===== config.mk =====
export PLATFORM = sky130hd
export DESIGN_NAME = pipe_hazard_ctrl
export DESIGN_NICKNAME = d
export VERILOG_FILES = /design/src/rtl/pipe_hazard_ctrl.sv
export SDC_FILE = /design/constraint.sdc
export NUM_CORES = 1
export LEC_CHECK = 0
export BUFFER_PORTS_ARGS = -buffer_cell sky130_fd_sc_hd__buf_4
export CAP_MARGIN = 40
export CORE_MARGIN = 2
export CORE_UTILIZATION = 53
export CTS_CLUSTER_DIAMETER = 80
export DETAILED_ROUTE_END_ITERATION = 12
export HOLD_SLACK_MARGIN = 0.1
export PLACE_DENSITY = 0.78
export SETUP_SLACK_MARGIN = 0.1
export SLEW_MARGIN = 10
export SYNTH_ARGS = -nofsm -noshare
export SYNTH_HDL_FRONTEND = slang
export SYNTH_SLANG_ARGS = --single-unit

===== constraint.sdc =====
create_clock -name clk -period 3.4 [get_ports clk]
set_input_delay 0.51 -clock clk [delete_from_list [all_inputs] [get_ports clk]]
set_output_delay 0.51 -clock clk [all_outputs]
set_load 0.05 [all_outputs]

===== src/rtl/pipe_hazard_ctrl.sv =====
// Pipeline sequencing for the 5-stage RV32 core: load-use interlock, data-memory wait
// hold, taken-branch flush, memory-timeout trap and saturating stall/flush counters.
module pipe_hazard_ctrl #(
    parameter int unsigned MEM_TIMEOUT = 255,
    parameter int unsigned CNT_W       = 16
) (
    input  logic             clk,
    input  logic             rst_n,
    input  logic [4:0]       id_rs1,
    input  logic [4:0]       id_rs2,
    input  logic             id_rs1_used,
    input  logic             id_rs2_used,
    input  logic [4:0]       ex_rd,
    input  logic             ex_read_en,
    input  logic             mem_read_en,
    input  logic             mem_update_en,
    input  logic             dmem_ready,
    input  logic             branch_taken,
    output logic             stall_pc,
    output logic             stall_ifid,
    output logic             stall_idex,
    output logic             stall_exmem,
    output logic             flush_ifid,
    output logic             bubble_idex,
    output logic             mem_timeout,
    output logic [CNT_W-1:0] stall_cnt,
    output logic [CNT_W-1:0] flush_cnt
);

    typedef enum logic [1:0] {
        RUN,
        MEM_WAIT,
        TRAP
    } state_e;

    localparam logic [CNT_W-1:0] TIMEOUT_V = CNT_W'(MEM_TIMEOUT);

    state_e           state_q, state_d;
    logic [CNT_W-1:0] wait_cnt_q, wait_cnt_d;
    logic             mem_timeout_q;
    logic [CNT_W-1:0] stall_cnt_q, flush_cnt_q;
    logic             mem_busy;
    logic             load_use;

    assign mem_busy = (mem_read_en | mem_update_en) & ~dmem_ready;
    assign load_use = ex_read_en & (ex_rd != 5'd0) &
                      ((id_rs1_used & (id_rs1 == ex_rd)) |
                       (id_rs2_used & (id_rs2 == ex_rd)));

    always_comb begin
        state_d     = state_q;
        wait_cnt_d  = wait_cnt_q;
        stall_pc    = 1'b0;
        stall_ifid  = 1'b0;
        stall_idex  = 1'b0;
        stall_exmem = 1'b0;
        flush_ifid  = 1'b0;
        bubble_idex = 1'b0;
        case (state_q)
            RUN, MEM_WAIT: begin
                if (mem_busy) begin
                    // Branch/load-use stay pending: EX/MEM holds, so their cause persists.
                    stall_pc    = 1'b1;
                    stall_ifid  = 1'b1;
                    stall_idex  = 1'b1;
                    stall_exmem = 1'b1;
                    if (state_q == RUN) begin
                        state_d    = MEM_WAIT;
                        wait_cnt_d = CNT_W'(1);
                    end else if (wait_cnt_q == TIMEOUT_V) begin
                        state_d = TRAP;
                    end else begin
                        wait_cnt_d = wait_cnt_q + CNT_W'(1);
                    end
                end else begin
                    state_d    = RUN;
                    wait_cnt_d = '0;
                    if (branch_taken) begin
                        flush_ifid  = 1'b1;
                        bubble_idex = 1'b1;
                    end else if (load_use) begin
                        stall_pc    = 1'b1;
                        stall_ifid  = 1'b1;
                        bubble_idex = 1'b1;
                    end
                end
            end
            TRAP: begin
                stall_pc    = 1'b1;
                stall_ifid  = 1'b1;
                stall_idex  = 1'b1;
                stall_exmem = 1'b1;
            end
            default: begin
                state_d    = RUN;
                wait_cnt_d = '0;
            end
        endcase
    end

    always_ff @(posedge clk or negedge rst_n) begin
        if (!rst_n) begin
            state_q       <= RUN;
            wait_cnt_q    <= '0;
            mem_timeout_q <= 1'b0;
            stall_cnt_q   <= '0;
            flush_cnt_q   <= '0;
        end else begin
            state_q    <= state_d;
            wait_cnt_q <= wait_cnt_d;
            if (state_q == TRAP) begin
                mem_timeout_q <= 1'b1;
            end
            if (stall_pc && (stall_cnt_q != '1)) begin
                stall_cnt_q <= stall_cnt_q + CNT_W'(1);
            end
            if (flush_ifid && (flush_cnt_q != '1)) begin
                flush_cnt_q <= flush_cnt_q + CNT_W'(1);
            end
        end
    end

    assign mem_timeout = mem_timeout_q;
    assign stall_cnt   = stall_cnt_q;
    assign flush_cnt   = flush_cnt_q;

endmodule


Yosys cells after proc, flatten, opt, wreduce, memory -nomap -nowiden
Cells that the tools add are included.
Widths: inputs -> output; s select.
{"block": "classes", "add_sub_neg": 3, "n_eq_ne": 9, "n_mux": 20, "n_bitwise": 9, "n_reduce_logical": 7}
{"cell": "$add 16x1->16 const B", "count": 3}
{"cell": "$mux 16", "count": 3}
{"cell": "$ne 16x16->1 const B", "count": 2}
{"cell": "$pmux 16 s2", "count": 1}
{"cell": "$eq 16x8->1 const B", "count": 1}
{"cell": "$eq 5x5->1", "count": 2}
{"cell": "$mux 1", "count": 10}
{"cell": "$ne 4x4->1 const B", "count": 2}
{"cell": "$mux 2", "count": 3}
{"cell": "$and 1x1->1", "count": 5}
{"cell": "$reduce_bool 5->1", "count": 1}
{"cell": "$pmux 1 s2", "count": 2}
{"cell": "$pmux 2 s2", "count": 1}
{"cell": "$reduce_and 2->1", "count": 2}
{"cell": "$eq 2x1->1 const B", "count": 1}
{"cell": "$eq 2x2->1 const B", "count": 1}
{"cell": "$logic_and 1x1->1", "count": 2}
{"cell": "$logic_not 2->1", "count": 1}
{"cell": "$not 1->1", "count": 2}
{"cell": "$or 1x1->1", "count": 2}
{"cell": "$reduce_or 2->1", "count": 1}
{"block": "totals", "register_bits": 51, "inputBits": 24, "output_inout_bits": 39, "word_cells": 53}

Longest topological paths before layout
{"block": "logic_depth", "depth_word": 9, "depth_mapped": 8, "ltp_nobuf": 7}

Least setup slack after synthesis
OpenSTA, ideal clock, no wires.
{"block": "synth_path", "path_kind": "input -> output", "from": "in ex_rd[3]", "to": "out stall_pc", "arrival_ps": 3373, "slack_ps": -483, "path_stages": 5, "path_buffers": 1, "path_cell_list": "xor2_1 -> nor4_1 -> a32oi_1 -> o41ai_1 -> buf_4"}
{"block": "synth_via", "elab_chain_len": 8, "word_cells_on_any_way": 12, "cone_classes": "2 x eq/ne; 4 x mux; 5 x bitwise; 1 x reduce/logical"}
{"element": "start, declared", "line_no": "13", "rtl": "input logic [4:0] ex_rd,"}
{"element": "$eq 5x5->1 (on tied branches)", "line_no": "47, 48"}
{"element": "$and 1x1->1 (on tied branches)", "line_no": "47, 48"}
{"element": "$or 1x1->1", "line_no": "47", "rtl": "((id_rs1_used & (id_rs1 == ex_rd)) |"}
{"element": "$and 1x1->1 *", "line_no": "46", "rtl": "assign load_use = ex_read_en & (ex_rd != 5'd0) &"}
{"element": "$mux 1 * (3 in a row)"}
{"element": "$pmux 1 s2 *"}
{"element": "end, declared", "line_no": "19", "rtl": "output logic stall_pc,"}
Every way passes the cells marked *; elsewhere a longest branch is shown, timed or not.

Final worst setup path
{"block": "layout_path", "from": "reg stall_cnt_q[0] (netlist: stall_cnt[0])", "to": "reg stall_cnt_q[14] (netlist: stall_cnt[14])"}
{"block": "layout_via", "elab_chain_len": 2, "word_cells_on_any_way": 3, "cone_classes": "1 x add/sub; 1 x eq/ne; 1 x reduce/logical"}
{"element": "start, declared", "line_no": "41", "rtl": "logic [CNT_W-1:0] stall_cnt_q, flush_cnt_q;"}
{"element": "start signal, assigned", "line_no": "115", "rtl": "stall_cnt_q <= stall_cnt_q + CNT_W'(1);"}
{"element": "parallel branches: the longest is 2 deep, another holds $add 16x1->16"}
Several ways; the timed one is not identified.
A chain may end at the register's enable or synchronous reset.

==> flow_results.xml <==
<?xml version="1.0" encoding="UTF-8"?>
<metrics>
  <group name="run_status">
    <metric name="status" unit="">completed</metric>
  </group>
  <group name="clock_network">
    <metric name="cts_buffer_depth" unit="">2</metric>
    <metric name="cts-root-buf" unit="">sky130_fd_sc_hd__clkbuf_8</metric>
    <metric name="htree_num_levels" unit="">2</metric>
    <metric name="cts_made_buffers" unit="">5</metric>
    <metric name="clkSlewWorstSetupHoldPaths" unit="ns">0.09</metric>
    <metric name="post_cts_resized" unit="">0</metric>
    <metric name="tritoncts_num_sinks" unit="">51</metric>
    <metric name="cts_hold_buf" unit="">0</metric>
    <metric name="worstSkewPairLatency" unit="ns">0.30</metric>
    <metric name="cts.repair_timing.setup_buffer_count" unit="">0</metric>
    <metric name="cts_tree" unit="">yes</metric>
  </group>
  <group name="global_routing">
    <metric name="gr-total-overflow" unit="">0</metric>
    <metric name="initial_antenna_violation_count" unit="">0</metric>
    <metric name="grt_usage" unit="%">21.2</metric>
    <metric name="wire_length_of_the_first_global_routing_pass" unit="um">9050</metric>
    <metric name="number_of_global_route_vias_before_repair" unit="">2063</metric>
    <metric name="grt_max_degree" unit="">52</metric>
  </group>
  <group name="placement">
    <metric name="port_buffers" unit="">62</metric>
    <metric name="dp.cells" unit="">384</metric>
    <metric name="gpl.final_weighted_congestion" unit="">0.817</metric>
    <metric name="post_detailed_placement_cell_area" unit="mm2">0.00315</metric>
    <metric name="place.detailed.hpwl" unit="um">3930</metric>
    <metric name="post-place-ws" unit="ns">0.845</metric>
  </group>
  <group name="floorplanning">
    <metric name="die_width" unit="um">74.1</metric>
    <metric name="dieArea" unit="mm2">0.00549</metric>
    <metric name="num_rows" unit="">25</metric>
    <metric name="core_area" unit="mm2">0.00472</metric>
    <metric name="ios" unit="">63</metric>
    <metric name="initial_core_util" unit="%">55.1</metric>
    <metric name="die_height" unit="um">74.1</metric>
  </group>
  <group name="hold_path">
    <metric name="worst_hold_path_type" unit="">input port to asynchronous set/reset pin</metric>
  </group>
  <group name="layout">
    <metric name="area_growth_syn_to_layout" unit="%">25.4</metric>
    <metric name="instances_no_fill" unit="">392</metric>
    <metric name="n_fill_cell" unit="">402</metric>
    <metric name="postLayoutCoreUtil" unit="%">69.1</metric>
    <metric name="layout-drive-gt1-share" unit="%">25.5</metric>
    <metric name="final_common_cell" unit="">sky130_fd_sc_hd__buf_4</metric>
    <metric name="layout_common_cells" unit="">sky130_fd_sc_hd__buf_4 (64), sky130_fd_sc_hd__dfrtp_1 (51), sky130_fd_sc_hd__nor2_1 (31)</metric>
    <metric name="layout.nets" unit="">351</metric>
    <metric name="antennaDiodeCount" unit="">0</metric>
    <metric name="finished_layout_cell_area" unit="mm2">0.00326</metric>
  </group>
  <group name="synthesis">
    <metric name="yosys-top-cells-area" unit="">sky130_fd_sc_hd__dfrtp_1 (49%), sky130_fd_sc_hd__xor2_1 (10%), sky130_fd_sc_hd__xnor2_1 (6.7%), sky130_fd_sc_hd__nor2_1 (4.5%), sky130_fd_sc_hd__nand3_1 (3.3%)</metric>
    <metric name="synth_top_area_share" unit="%">49.0</metric>
    <metric name="proportion_of_synthesized_flip_flops_having_asynchronous_set_or_reset" unit="%">100</metric>
    <metric name="yosys_warnings" unit="">0</metric>
    <metric name="synth_enable_flop_cells" unit="">0</metric>
    <metric name="synth.cell_area" unit="mm2">0.00260</metric>
    <metric name="sequential_cell_area_fraction_in_the_yosys_report" unit="%">49.0</metric>
    <metric name="yosys.area.top_type" unit="">sky130_fd_sc_hd__dfrtp_1</metric>
    <metric name="synth_cells" unit="">257</metric>
    <metric name="synth.lib_cells_used.distinct" unit="">42</metric>
    <metric name="synth_seq_cells" unit="">51</metric>
    <metric name="ys_dominant_reg_cell" unit="">sky130_fd_sc_hd__dfrtp_1</metric>
    <metric name="syn-num-nets" unit="">284</metric>
    <metric name="syn_avg_cell_area" unit="um2">10.1</metric>
  </group>
  <group name="pwr">
    <metric name="irDropWorstVdd" unit="uV">611</metric>
    <metric name="power_per_cell_area" unit="mW/mm2">671</metric>
    <metric name="leakagePower" unit="nW">1.47</metric>
    <metric name="finalPower" unit="mW">2.19</metric>
  </group>
  <group name="sta">
    <metric name="timing.slew.headroom" unit="%">51.9</metric>
    <metric name="timing.final.max_slew_violations" unit="">0</metric>
    <metric name="setup_slack" unit="ns">0.804</metric>
    <metric name="setup_viol" unit="">0</metric>
    <metric name="finClkSkew" unit="ns">0.00934</metric>
    <metric name="grt_setup_unrepaired" unit="">no</metric>
    <metric name="post-route-min-period" unit="ns">2.60</metric>
    <metric name="hold_slack" unit="ns">0.215</metric>
    <metric name="max_freq" unit="MHz">385</metric>
    <metric name="worst-slew-pin-transition" unit="ns">0.711</metric>
    <metric name="share_of_the_clock_period_used_by_the_worst_path" unit="%">76.3</metric>
    <metric name="fin_tns_setup" unit="ns">0</metric>
    <metric name="report.final.hold_viol_count" unit="">0</metric>
  </group>
  <group name="route">
    <metric name="routed_wl" unit="um">5320</metric>
    <metric name="dr.pass1.iters" unit="">5</metric>
    <metric name="remaining_antenna_violation_count" unit="">0</metric>
    <metric name="via_total_after_detailed_routing" unit="">2093</metric>
    <metric name="post_drt_wl_per_cell" unit="um">13.6</metric>
    <metric name="drc" unit="">0</metric>
    <metric name="detail_route.iter0.violations" unit="">147</metric>
    <metric name="via_per_inst" unit="">5.34</metric>
  </group>
  <group name="worst_setup_path">
    <metric name="r2r_cells" unit="">7</metric>
    <metric name="r2r_setup_slack" unit="ns">0.80</metric>
    <metric name="worst-setup-path-type" unit="">flip-flop to flip-flop</metric>
    <metric name="setup.worst_path.end_class" unit="">flip-flop</metric>
    <metric name="cp_data_arrival_time" unit="ns">2.78</metric>
    <metric name="r2r-end" unit="">stall_cnt[14]</metric>
    <metric name="critical_path_required" unit="ns">3.59</metric>
    <metric name="critical_path.startpoint_type" unit="">flip-flop</metric>
    <metric name="r2r-start" unit="">stall_cnt[0]</metric>
    <metric name="cp_max_fo" unit="">15</metric>
  </group>
  <group name="flow_run">
    <metric name="maxCapViolCount" unit="">0</metric>
  </group>
</metrics>
-- cell families (layout without fill, tap and decap cells) --
family / count (synthesis) / in the layout / synth area share [%]
xor gates and xnor gates: 51 / 51 / 17.5
AOI/OAI and AO/OA: 22 / 22 / 5.87
and+or+nand+nor: 118 / 118 / 23.3
buffers and inverters: 9 / 77 / 1.63
DFF: 51 / 51 / 49.0
muxes: 3 / 3 / 1.30
adders and majority gates: 3 / 3 / 1.44
-- final cells by class --
class | instances | area (um2) | share of cell area [%]
Timing Repair Buffer | 64 | 480 | 14.7
Sequential cell | 51 | 1280 | 39.1
Clock buffer | 5 | 68.8 | 2.11
Inverter | 5 | 18.8 | 0.575
Clock inverter | 3 | 43.8 | 1.34
Tap cell | 67 | 83.8 | 2.57
Multi-Input combinational cell | 197 | 1290 | 39.6
-- registers in the layout (all words and copies together), names as in the netlist --
| signal | flops |
|---|---|
| wait_cnt_q | 16 |
| state_q | 2 |
| mem_timeout | 1 |
| stall_cnt | 16 |
| flush_cnt | 16 |
-- synthesized netlist by cell type, types with 2 or more instances --
cell type                   n
sky130_fd_sc_hd__nand2_1   20
sky130_fd_sc_hd__nand2b_1   2
sky130_fd_sc_hd__and4_1     4
sky130_fd_sc_hd__nor2_1    31
sky130_fd_sc_hd__ha_1       3
sky130_fd_sc_hd__nand3_1   17
sky130_fd_sc_hd__nand4_1   11
sky130_fd_sc_hd__o21ai_0    4
sky130_fd_sc_hd__and2_1     2
sky130_fd_sc_hd__and3_1     4
sky130_fd_sc_hd__nor3_1    11
sky130_fd_sc_hd__inv_1      5
sky130_fd_sc_hd__xor2_1    30
sky130_fd_sc_hd__or4_1      4
sky130_fd_sc_hd__a21oi_1    6
sky130_fd_sc_hd__mux2_2     3
sky130_fd_sc_hd__nor4_1     3
sky130_fd_sc_hd__or2_2      2
sky130_fd_sc_hd__a31oi_1    2
sky130_fd_sc_hd__dfrtp_1   51
sky130_fd_sc_hd__xnor2_1   20
sky130_fd_sc_hd__buf_4      2
-- layer usage --
layer  up-vias  global-route usage [%]  share of wire [%]
met5         -                       0                  0
met4         0                    7.88               0.96
met2        34                    35.6                 49
li1       1032                       -                  -
met3         7                    3.52                3.6
met1      1020                    27.6                 46
-- report_power, final --
part / switching [mW] / internal (mW)
clock network: 0.202 / 0.219
registers: 0.158 / 0.720
logic: 0.599 / 0.291
-- worst max-delay path by stage --
stage                            start       endpoint  cells past startpoint
final                     stall_cnt[0]  stall_cnt[14]                      7
after global routing      stall_cnt[0]  stall_cnt[14]                      7
after CTS                 stall_cnt[0]  stall_cnt[14]                      7
after detailed placement  stall_cnt[0]  stall_cnt[14]                      7
after global placement    stall_cnt[0]  stall_cnt[14]                      7
after floorplan               ex_rd[3]       stall_pc                      5
-- critical path, cell delays in order, from the launching register on --
cell and delay [ns]:
sky130_fd_sc_hd__dfrtp_1 0.46, sky130_fd_sc_hd__ha_1 0.27, sky130_fd_sc_hd__and4_1 0.21, sky130_fd_sc_hd__nor4bb_1 0.14
sky130_fd_sc_hd__or4_1 0.41, sky130_fd_sc_hd__o21ba_2 0.32, sky130_fd_sc_hd__or4_4 0.52, sky130_fd_sc_hd__xnor2_2 0.14
Note: power is estimated with default switching activity, not from simulation.
